$ cat src/rtl/address_sequencer_if.sv
// Control bundle between the address sequencer and its decoder, datapath and memory.
// master: the sequencer; slave: the surrounding datapath/decoder/memory side.
interface address_sequencer_if;
    logic MemDataReady;
    logic OpHalt;
    logic OpJmpReg;
    logic OpJmpRel;
    logic OpMemReg;
    logic OpMemWrite;
    logic Cond;
    logic ResetPC;
    logic PCplusI;
    logic PCplus1;
    logic RplusI;
    logic Rplus0;
    logic EnablePC;
    logic ReadMem;
    logic WriteMem;
    logic IRload;
    logic Halted;
    logic BusError;

    modport master (
        input  MemDataReady, OpHalt, OpJmpReg, OpJmpRel, OpMemReg, OpMemWrite, Cond,
        output ResetPC, PCplusI, PCplus1, RplusI, Rplus0, EnablePC,
               ReadMem, WriteMem, IRload, Halted, BusError
    );

    modport slave (
        output MemDataReady, OpHalt, OpJmpReg, OpJmpRel, OpMemReg, OpMemWrite, Cond,
        input  ResetPC, PCplusI, PCplus1, RplusI, Rplus0, EnablePC,
               ReadMem, WriteMem, IRload, Halted, BusError
    );
endinterface

$ cat src/rtl/address_sequencer.sv
// Instruction sequencer FSM (RST/FETCH/DECODE/DATA/HALT) driving PC selects and memory strobes.
// Define ADDR_SEQ_TIMEOUT_EN to add the memory wait timeout that raises a sticky BusError.
module address_sequencer #(
    parameter int unsigned TIMEOUT_CYCLES = 15
) (
    input  logic                clk,
    input  logic                ExternalReset,
    address_sequencer_if.master bus
);
    localparam logic [2:0] ST_RST    = 3'd0;
    localparam logic [2:0] ST_FETCH  = 3'd1;
    localparam logic [2:0] ST_DECODE = 3'd2;
    localparam logic [2:0] ST_DATA   = 3'd3;
    localparam logic [2:0] ST_HALT   = 3'd4;

    logic [2:0] state_r;
    logic [2:0] state_next_s;
    logic       mem_write_r;
    logic       latch_write_s;
    logic       expired_s;
    logic       reset_pc_s;
    logic       pcplus_i_s;
    logic       pcplus_1_s;
    logic       rplus_i_s;
    logic       rplus_0_s;
    logic       enable_pc_s;
    logic       read_mem_s;
    logic       write_mem_s;
    logic       ir_load_s;
    logic       halted_s;

    if (TIMEOUT_CYCLES == 32'd0) begin : g_bad_timeout
        $error("address_sequencer: TIMEOUT_CYCLES must be at least 1");
    end

`ifdef ADDR_SEQ_TIMEOUT_EN
    localparam int unsigned CNT_W = (TIMEOUT_CYCLES > 32'd1) ? $clog2(TIMEOUT_CYCLES) : 32'd1;
    localparam logic [CNT_W-1:0] CNT_LAST = CNT_W'(TIMEOUT_CYCLES - 32'd1);

    logic             waiting_s;
    logic [CNT_W-1:0] wait_cnt_r;
    logic             bus_error_r;

    // Any cycle that is not a no-ready wait clears the counter, so it starts at zero on entry.
    assign waiting_s = ((state_r == ST_FETCH) || (state_r == ST_DATA)) && !bus.MemDataReady;
    assign expired_s = waiting_s && (wait_cnt_r == CNT_LAST);

    // Wait-cycle counter and sticky bus error flag
    always_ff @(posedge clk) begin
        if (ExternalReset) begin
            wait_cnt_r  <= '0;
            bus_error_r <= 1'b0;
        end else if (expired_s) begin
            wait_cnt_r  <= '0;
            bus_error_r <= 1'b1;
        end else if (waiting_s) begin
            wait_cnt_r  <= wait_cnt_r + CNT_W'(32'd1);
        end else begin
            wait_cnt_r  <= '0;
        end
    end

    assign bus.BusError = bus_error_r;
`else
    assign expired_s    = 1'b0;
    assign bus.BusError = 1'b0;
`endif

    // Output decode and next-state selection
    always_comb begin
        reset_pc_s    = 1'b0;
        pcplus_i_s    = 1'b0;
        pcplus_1_s    = 1'b0;
        rplus_i_s     = 1'b0;
        rplus_0_s     = 1'b0;
        enable_pc_s   = 1'b0;
        read_mem_s    = 1'b0;
        write_mem_s   = 1'b0;
        ir_load_s     = 1'b0;
        halted_s      = 1'b0;
        latch_write_s = 1'b0;
        state_next_s  = state_r;
        case (state_r)
            ST_RST: begin
                reset_pc_s   = 1'b1;
                enable_pc_s  = 1'b1;
                state_next_s = ST_FETCH;
            end
            ST_FETCH: begin
                read_mem_s = 1'b1;
                if (bus.MemDataReady) begin
                    ir_load_s    = 1'b1;
                    state_next_s = ST_DECODE;
                end else if (expired_s) begin
                    state_next_s = ST_HALT;
                end else begin
                    state_next_s = ST_FETCH;
                end
            end
            ST_DECODE: begin
                if (bus.OpHalt) begin
                    state_next_s = ST_HALT;
                end else if (bus.OpJmpReg) begin
                    rplus_i_s    = 1'b1;
                    enable_pc_s  = 1'b1;
                    state_next_s = ST_FETCH;
                end else if (bus.OpJmpRel) begin
                    if (bus.Cond) begin
                        pcplus_i_s = 1'b1;
                    end else begin
                        pcplus_1_s = 1'b1;
                    end
                    enable_pc_s  = 1'b1;
                    state_next_s = ST_FETCH;
                end else if (bus.OpMemReg) begin
                    // PC advances here because DATA must keep the address path on Rplus0.
                    latch_write_s = 1'b1;
                    pcplus_1_s    = 1'b1;
                    enable_pc_s   = 1'b1;
                    state_next_s  = ST_DATA;
                end else begin
                    pcplus_1_s   = 1'b1;
                    enable_pc_s  = 1'b1;
                    state_next_s = ST_FETCH;
                end
            end
            ST_DATA: begin
                rplus_0_s   = 1'b1;
                write_mem_s = mem_write_r;
                read_mem_s  = !mem_write_r;
                if (bus.MemDataReady) begin
                    state_next_s = ST_FETCH;
                end else if (expired_s) begin
                    state_next_s = ST_HALT;
                end else begin
                    state_next_s = ST_DATA;
                end
            end
            ST_HALT: begin
                halted_s     = 1'b1;
                state_next_s = ST_HALT;
            end
            default: begin
                state_next_s = ST_RST;
            end
        endcase
    end

    // State register and latched store/load direction
    always_ff @(posedge clk) begin
        if (ExternalReset) begin
            state_r     <= ST_RST;
            mem_write_r <= 1'b0;
        end else begin
            state_r <= state_next_s;
            if (latch_write_s) begin
                mem_write_r <= bus.OpMemWrite;
            end
        end
    end

    assign bus.ResetPC  = reset_pc_s;
    assign bus.PCplusI  = pcplus_i_s;
    assign bus.PCplus1  = pcplus_1_s;
    assign bus.RplusI   = rplus_i_s;
    assign bus.Rplus0   = rplus_0_s;
    assign bus.EnablePC = enable_pc_s;
    assign bus.ReadMem  = read_mem_s;
    assign bus.WriteMem = write_mem_s;
    assign bus.IRload   = ir_load_s;
    assign bus.Halted   = halted_s;
endmodule

$ cat src/flat_wrapper.sv
// flat-port wrapper written by rule: the top's interface ports become plain ports
module address_sequencer_flat 
#(
    parameter int unsigned TIMEOUT_CYCLES = 15
)
  (clk, ExternalReset, bus_MemDataReady, bus_OpHalt, bus_OpJmpReg, bus_OpJmpRel, bus_OpMemReg, bus_OpMemWrite, bus_Cond, bus_ResetPC, bus_PCplusI, bus_PCplus1, bus_RplusI, bus_Rplus0, bus_EnablePC, bus_ReadMem, bus_WriteMem, bus_IRload, bus_Halted, bus_BusError);
  address_sequencer_if bus_i ();
  input  logic clk;
  input  logic ExternalReset;
  input wire logic [$bits(bus_i.MemDataReady)-1:0] bus_MemDataReady;
  input wire logic [$bits(bus_i.OpHalt)-1:0] bus_OpHalt;
  input wire logic [$bits(bus_i.OpJmpReg)-1:0] bus_OpJmpReg;
  input wire logic [$bits(bus_i.OpJmpRel)-1:0] bus_OpJmpRel;
  input wire logic [$bits(bus_i.OpMemReg)-1:0] bus_OpMemReg;
  input wire logic [$bits(bus_i.OpMemWrite)-1:0] bus_OpMemWrite;
  input wire logic [$bits(bus_i.Cond)-1:0] bus_Cond;
  output wire logic [$bits(bus_i.ResetPC)-1:0] bus_ResetPC;
  output wire logic [$bits(bus_i.PCplusI)-1:0] bus_PCplusI;
  output wire logic [$bits(bus_i.PCplus1)-1:0] bus_PCplus1;
  output wire logic [$bits(bus_i.RplusI)-1:0] bus_RplusI;
  output wire logic [$bits(bus_i.Rplus0)-1:0] bus_Rplus0;
  output wire logic [$bits(bus_i.EnablePC)-1:0] bus_EnablePC;
  output wire logic [$bits(bus_i.ReadMem)-1:0] bus_ReadMem;
  output wire logic [$bits(bus_i.WriteMem)-1:0] bus_WriteMem;
  output wire logic [$bits(bus_i.IRload)-1:0] bus_IRload;
  output wire logic [$bits(bus_i.Halted)-1:0] bus_Halted;
  output wire logic [$bits(bus_i.BusError)-1:0] bus_BusError;
  assign bus_i.MemDataReady = bus_MemDataReady;
  assign bus_i.OpHalt = bus_OpHalt;
  assign bus_i.OpJmpReg = bus_OpJmpReg;
  assign bus_i.OpJmpRel = bus_OpJmpRel;
  assign bus_i.OpMemReg = bus_OpMemReg;
  assign bus_i.OpMemWrite = bus_OpMemWrite;
  assign bus_i.Cond = bus_Cond;
  assign bus_ResetPC = bus_i.ResetPC;
  assign bus_PCplusI = bus_i.PCplusI;
  assign bus_PCplus1 = bus_i.PCplus1;
  assign bus_RplusI = bus_i.RplusI;
  assign bus_Rplus0 = bus_i.Rplus0;
  assign bus_EnablePC = bus_i.EnablePC;
  assign bus_ReadMem = bus_i.ReadMem;
  assign bus_WriteMem = bus_i.WriteMem;
  assign bus_IRload = bus_i.IRload;
  assign bus_Halted = bus_i.Halted;
  assign bus_BusError = bus_i.BusError;
  address_sequencer #(.TIMEOUT_CYCLES(TIMEOUT_CYCLES)) u_core (.clk(clk), .ExternalReset(ExternalReset), .bus(bus_i));
endmodule
$ cat config.mk
export PLATFORM = sky130hd
export DESIGN_NAME = address_sequencer_flat
export DESIGN_NICKNAME = d
export VERILOG_FILES = /design/src/rtl/address_sequencer_if.sv /design/src/rtl/address_sequencer.sv /design/src/flat_wrapper.sv
export SDC_FILE = /design/constraint.sdc
export NUM_CORES = 1
export LEC_CHECK = 0
export ABC_CLOCK_PERIOD_IN_PS = 1300
export CAP_MARGIN = 20
export CORE_AREA = 2 2 39 41
export DETAILED_ROUTE_END_ITERATION = 8
export DIE_AREA = 0 0 41 43
export SLEW_MARGIN = 20
export SYNTH_ARGS = -nofsm -noshare
export SYNTH_HDL_FRONTEND = slang
export SYNTH_SLANG_ARGS = --single-unit
$ cat constraint.sdc
create_clock -name clk -period 1.3 [get_ports clk]
set_clock_uncertainty 0.2 [all_clocks]
set_input_delay 0.26 -clock clk [delete_from_list [all_inputs] [get_ports clk]]
set_output_delay 0.26 -clock clk [all_outputs]
set_load 0.01 [all_outputs]
==> After elaboration in Yosys (flattened, before gate mapping) <==
Cells that the tools add are included.
{ "word_totals": {"ramBits": 0, "regBits": 4, "latchBits": 0, "n_memories": 0, "romBits": 0, "out_inout_bits": 11, "wordCells": 42} }
{ "op_classes": {"reduce_logical": 2, "mul": 0, "div_mod_pow": 0, "n_shift": 0, "n_bitwise": 0, "n_eq_ne": 4, "mux": 34, "addsub": 0, "n_lt_le_gt_ge": 0} }
{ "ops": {"columns": ["cell", "count"], "rows": [
  ["2-to-1 mux 1 bit", 25],
  ["case mux 3 bit (5 select lines)", 1],
  ["2-to-1 mux 3 bit", 3],
  ["equality test 3 x 2 -> 1 bit, second input constant", 2],
  ["2-to-1 mux 2 bit", 3],
  ["case mux 1 bit (2 select lines)", 2],
  ["equality test 3 x 1 -> 1 bit, second input constant", 1],
  ["equality test 3 bit, second input constant", 1],
  ["zero test 3 bit", 1],
  ["zero test 1 bit", 1]
]} }

==> Logic depth before layout (Yosys ltp) <==
{ "logic_depth": {"word_depth": 5, "ltp_mapped": 4, "ltp_nobuf": 3} }

==> Worst setup path after synthesis <==
OpenSTA, ideal clock, no wires.
{ "synth_path": {"path_type": "flip-flop to output port", "start": "register u_core.state_r[0]", "end": "output port bus_PCplus1", "setup_slack_ps": -155, "path_stages_with_launch": 5, "t_arrival_ps": 995, "path_buffers": 1, "cell_sequence": "dfxtp_1 buf_6 nor4b_4 nand2b_1 a21oi_1"} }
{ "synth_via": {"elab_chain_cells": 2} }
{ "synth_rtl": {"columns": ["item", "line_no", "text"], "rows": [
  ["from (decl)", "address_sequencer.sv:16", "logic [2:0] state_r;"],
  ["from (signal assigned)", "address_sequencer.sv:155", "state_r <= state_next_s;"],
  ["equality test 3 x 2 -> 1 bit", "address_sequencer.sv:83", "case (state_r)"],
  ["2-to-1 mux 1 bit", "address_sequencer.sv:83", null],
  ["to (decl)", "flat_wrapper.sv:19", "output wire logic [$bits(bus_i.PCplus1)-1:0] bus_PCplus1;"]
]} }
Every way passes these cells.

==> Worst setup path after layout <==
{ "layout_path": {"start": "register u_core.state_r[2]", "end": "output port bus_PCplusI"} }
{ "layout_via": {"elab_chain_cells": 2} }
{ "layout_rtl": {"columns": ["item", "line_no", "text"], "rows": [
  ["equality test 3 x 2 -> 1 bit", "address_sequencer.sv:83", null],
  ["2-to-1 mux 1 bit", "address_sequencer.sv:83", null],
  ["to (decl)", "flat_wrapper.sv:18", "output wire logic [$bits(bus_i.PCplusI)-1:0] bus_PCplusI;"]
]} }
Every way passes these cells.

==> run_results.csv <==
group,metric,value,unit
power_and_ir_drop,power.total,480.6,µW
finish,final_core_util,51.36,%
global_route,grt_pass1_vias,393,
logic_synthesis,ys_types,20,
route,detail-route-antenna-nets,0,
route,vias,412,
logic_synthesis,synth_area,306.5,µm²
clock_tree,numCtsBuffers,3,
route,wl_per_cell,10.18,µm
critical_path,start_kind,"flop",
place,dp_hpwl,646.9,µm
critical_path,critPathKind,"reg2out",
clock_tree,numClockSinks,4,
critical_path,path_cells,"nor4b_4 > nand2b_1 > buf_4 > nor2_2 > buf_2",
sta,drv_slew,0,
critical_path,cp.arrival,1.35,ns
logic_synthesis,synth.avg_cell_area,7.477,µm²
global_route,grt_max_degree,8,
sta,rsz0062_at_grt,"true",
route,drt_iter0_markers,1,
place,port_buffers,18,
power_and_ir_drop,p_per_area,676.2,nW/µm²
clock_tree,ctsHoldBuffers,0,
global_route,antenna_found_initial,0,
clock_tree,htree_levels,1,
critical_path,cp-end-kind,"output pin",
power_and_ir_drop,ir_worst_vdd,681.2,µV
logic_synthesis,synth_area_leaders,"dfxtp_1 26%, a21oi_1 9.8%, nand2b_1 8.2%",
sta,min_period,1.811,ns
logic_synthesis,synth_warnings,0,
flow_run,cap_violations,0,
finish,finalNetCount,90,
critical_path,slowest_stage,"dfxtp_2",
logic_synthesis,syn_nets,50,
sta,hold_violations,0,
clock_tree,cts_tree,"yes",
floorplanning,rows,14,
finish,multi_input_area,267.8,µm²
route,remaining_drc_errors,0,
floorplanning,start_util,22.15,%
clock_tree,clk_latency,0.24,ns
min_path,hp-class,"reg2reg",
power_and_ir_drop,total_leakage_power,0.0003327,µW
sta,min_period_over_period,139.3,%
sta,fmax,552.2,MHz
finish,drive_gt1_share,64.56,%
critical_path,crit_family,"simple AND/OR/NAND/NOR gates",
clock_tree,cts_root_buf,"clkbuf_4",
finish,fillCellCount,145,
route,dr.pass1.iters,2,
floorplanning,core-area,1384,µm²
floorplanning,io_pins,20,
route,routed_wl,967,µm
clock_tree,cts.path.max_buffers,2,
finish,final_common_cell,"buf_4",
floorplanning,die_w,41,µm
logic_synthesis,synth_top_area_cell,"dfxtp_1",
logic_synthesis,synth_cells,41,
critical_path,max_stage_delay,0.33,ns
run_status,status,"finished, violations left",
floorplanning,fp.dieH,43,µm
critical_path,crit_buf_inv,2,
route,via_per_inst,4.337,
place,gp_congestion,0.7050,
global_route,grt_usage,13.34,%
critical_path,required,0.84,ns
sta,finalSetupViolCount,12,
critical_path,cp_max_fo,2,
run_status,violations,"setup timing",
finish,area_delta_synth_final,131.8,%
global_route,grt_pass1_wl,1607,µm
finish,mostFrequentLayoutCells,"14 x buf_4, 9 x buf_2, 7 x clkdlybuf4s50_1, 7 x buf_6",
finish,ff_latch_area,83.83,µm²
logic_synthesis,synth_top_area_share,26.12,%
floorplanning,dieArea,1763,µm²
global_route,overflow,0,
logic_synthesis,ys_seq_area_share,26.12,%
sta,finalWorstSetupSlack,-0.5111,ns
logic_synthesis,synth.ff_latch_count,4,
clock_tree,cts.clk_slew.worst_paths,0.04,ns
finish,n_antenna_cell,0,
## per-stage QoR
step | TNS (ns) | hold slack [ns] | worst slack (ns) | area (µm²) | cells
after detailed placement | -7.699 | 0.2905 | -0.9954 | 558.0 | 81
after global routing | -4.245 | 0.3325 | -0.5846 | 710.7 | 95
final | -3.383 | 0.2996 | -0.5111 | 710.7 | 95
after floorplan | -0.1140 | 0.1294 | -0.06951 | 316.6 | 41
after CTS | -3.774 | 0.3065 | -0.4757 | 700.7 | 94
after global placement | -7.590 | 0.2812 | -0.9742 | 558.0 | 81
## cell type report
cell class                      instances  share of cell area (%)
Clock buffer                            3                   3.169
Tap cell                               16                   2.817
Multi-Input combinational cell         32                   37.68
Timing Repair Buffer                   38                   43.49
Sequential cell                         4                   11.80
Inverter                                2                   1.056
## per-layer routing
metal / global-route usage [%] / vias up / share of wire [%]
met5: 0 / - / 0
met4: 4.000 / 0 / 0
met3: 6.283 / 0 / 6.1
met2: 20.63 / 11 / 50
li1: - / 213 / -
met1: 15.71 / 188 / 44
## worst register-to-register path, delay by kind of cell, from the launching register on
kind          cells  cell delay [ns]
buf+inv           2             0.24
mux               1             0.17
flops             1             0.33
simple gates      2             0.45
## path summary, 6_finish.rpt
path	startpoint	to	slack [ns]	cells past startpoint
max reg2reg	u_core.state_r[2]$_SDFF_PP0_	u_core.mem_write_r$_SDFFE_PP0P_	-0.16	5
min reg2reg	u_core.mem_write_r$_SDFFE_PP0P_	u_core.mem_write_r$_SDFFE_PP0P_	0.30	2
min	u_core.mem_write_r$_SDFFE_PP0P_	u_core.mem_write_r$_SDFFE_PP0P_	0.30	2
max	u_core.state_r[2]$_SDFF_PP0_	bus_PCplusI	-0.51	5
## cell usage after synthesis
cell / instances
o211a_1: 1
conb_1: 1
inv_1: 2
and2_1: 1
nor3_1: 3
buf_4: 1
nor2b_1: 2
nor4b_4: 1
nand2_1: 3
and3_1: 2
nor2_1: 4
dfxtp_1: 4
nand2b_1: 4
o21ai_0: 1
mux2i_1: 1
a21oi_1: 6
buf_2: 1
a211oi_1: 1
nor3b_1: 1
buf_6: 1
## report_power, final
| part | internal, µW | switching, µW | total [µW] | leakage, µW |
|---|---|---|---|---|
| clock | 103 | 53.6 | 157 | 0.0000138 |
| sequential | 130 | 6.83 | 137 | 0.0000338 |
| combinational | 111 | 75.2 | 186 | 0.000285 |
| total | 345 | 136 | 481 | 0.000333 |
## timing repair
item                       4_1_cts  5_1_grt
setup endpoints to repair       12       13
resized for setup               64        2
buffers inserted                10        2
pin swaps                        7        1
## flip-flops by register name (all words and copies together), names as in the netlist
register	cells
u_core.state_r	3
u_core.mem_write_r	1
## logic make-up after synthesis
kind of cell | Yosys count | synth area share [%]
simple gates | 21 | 42.04
compound gates | 9 | 17.14
buf+inv | 5 | 10.20
flops | 4 | 26.12
mux | 1 | 3.265
other cells | 1 | 1.223
(Power assumes the default switching activity.)
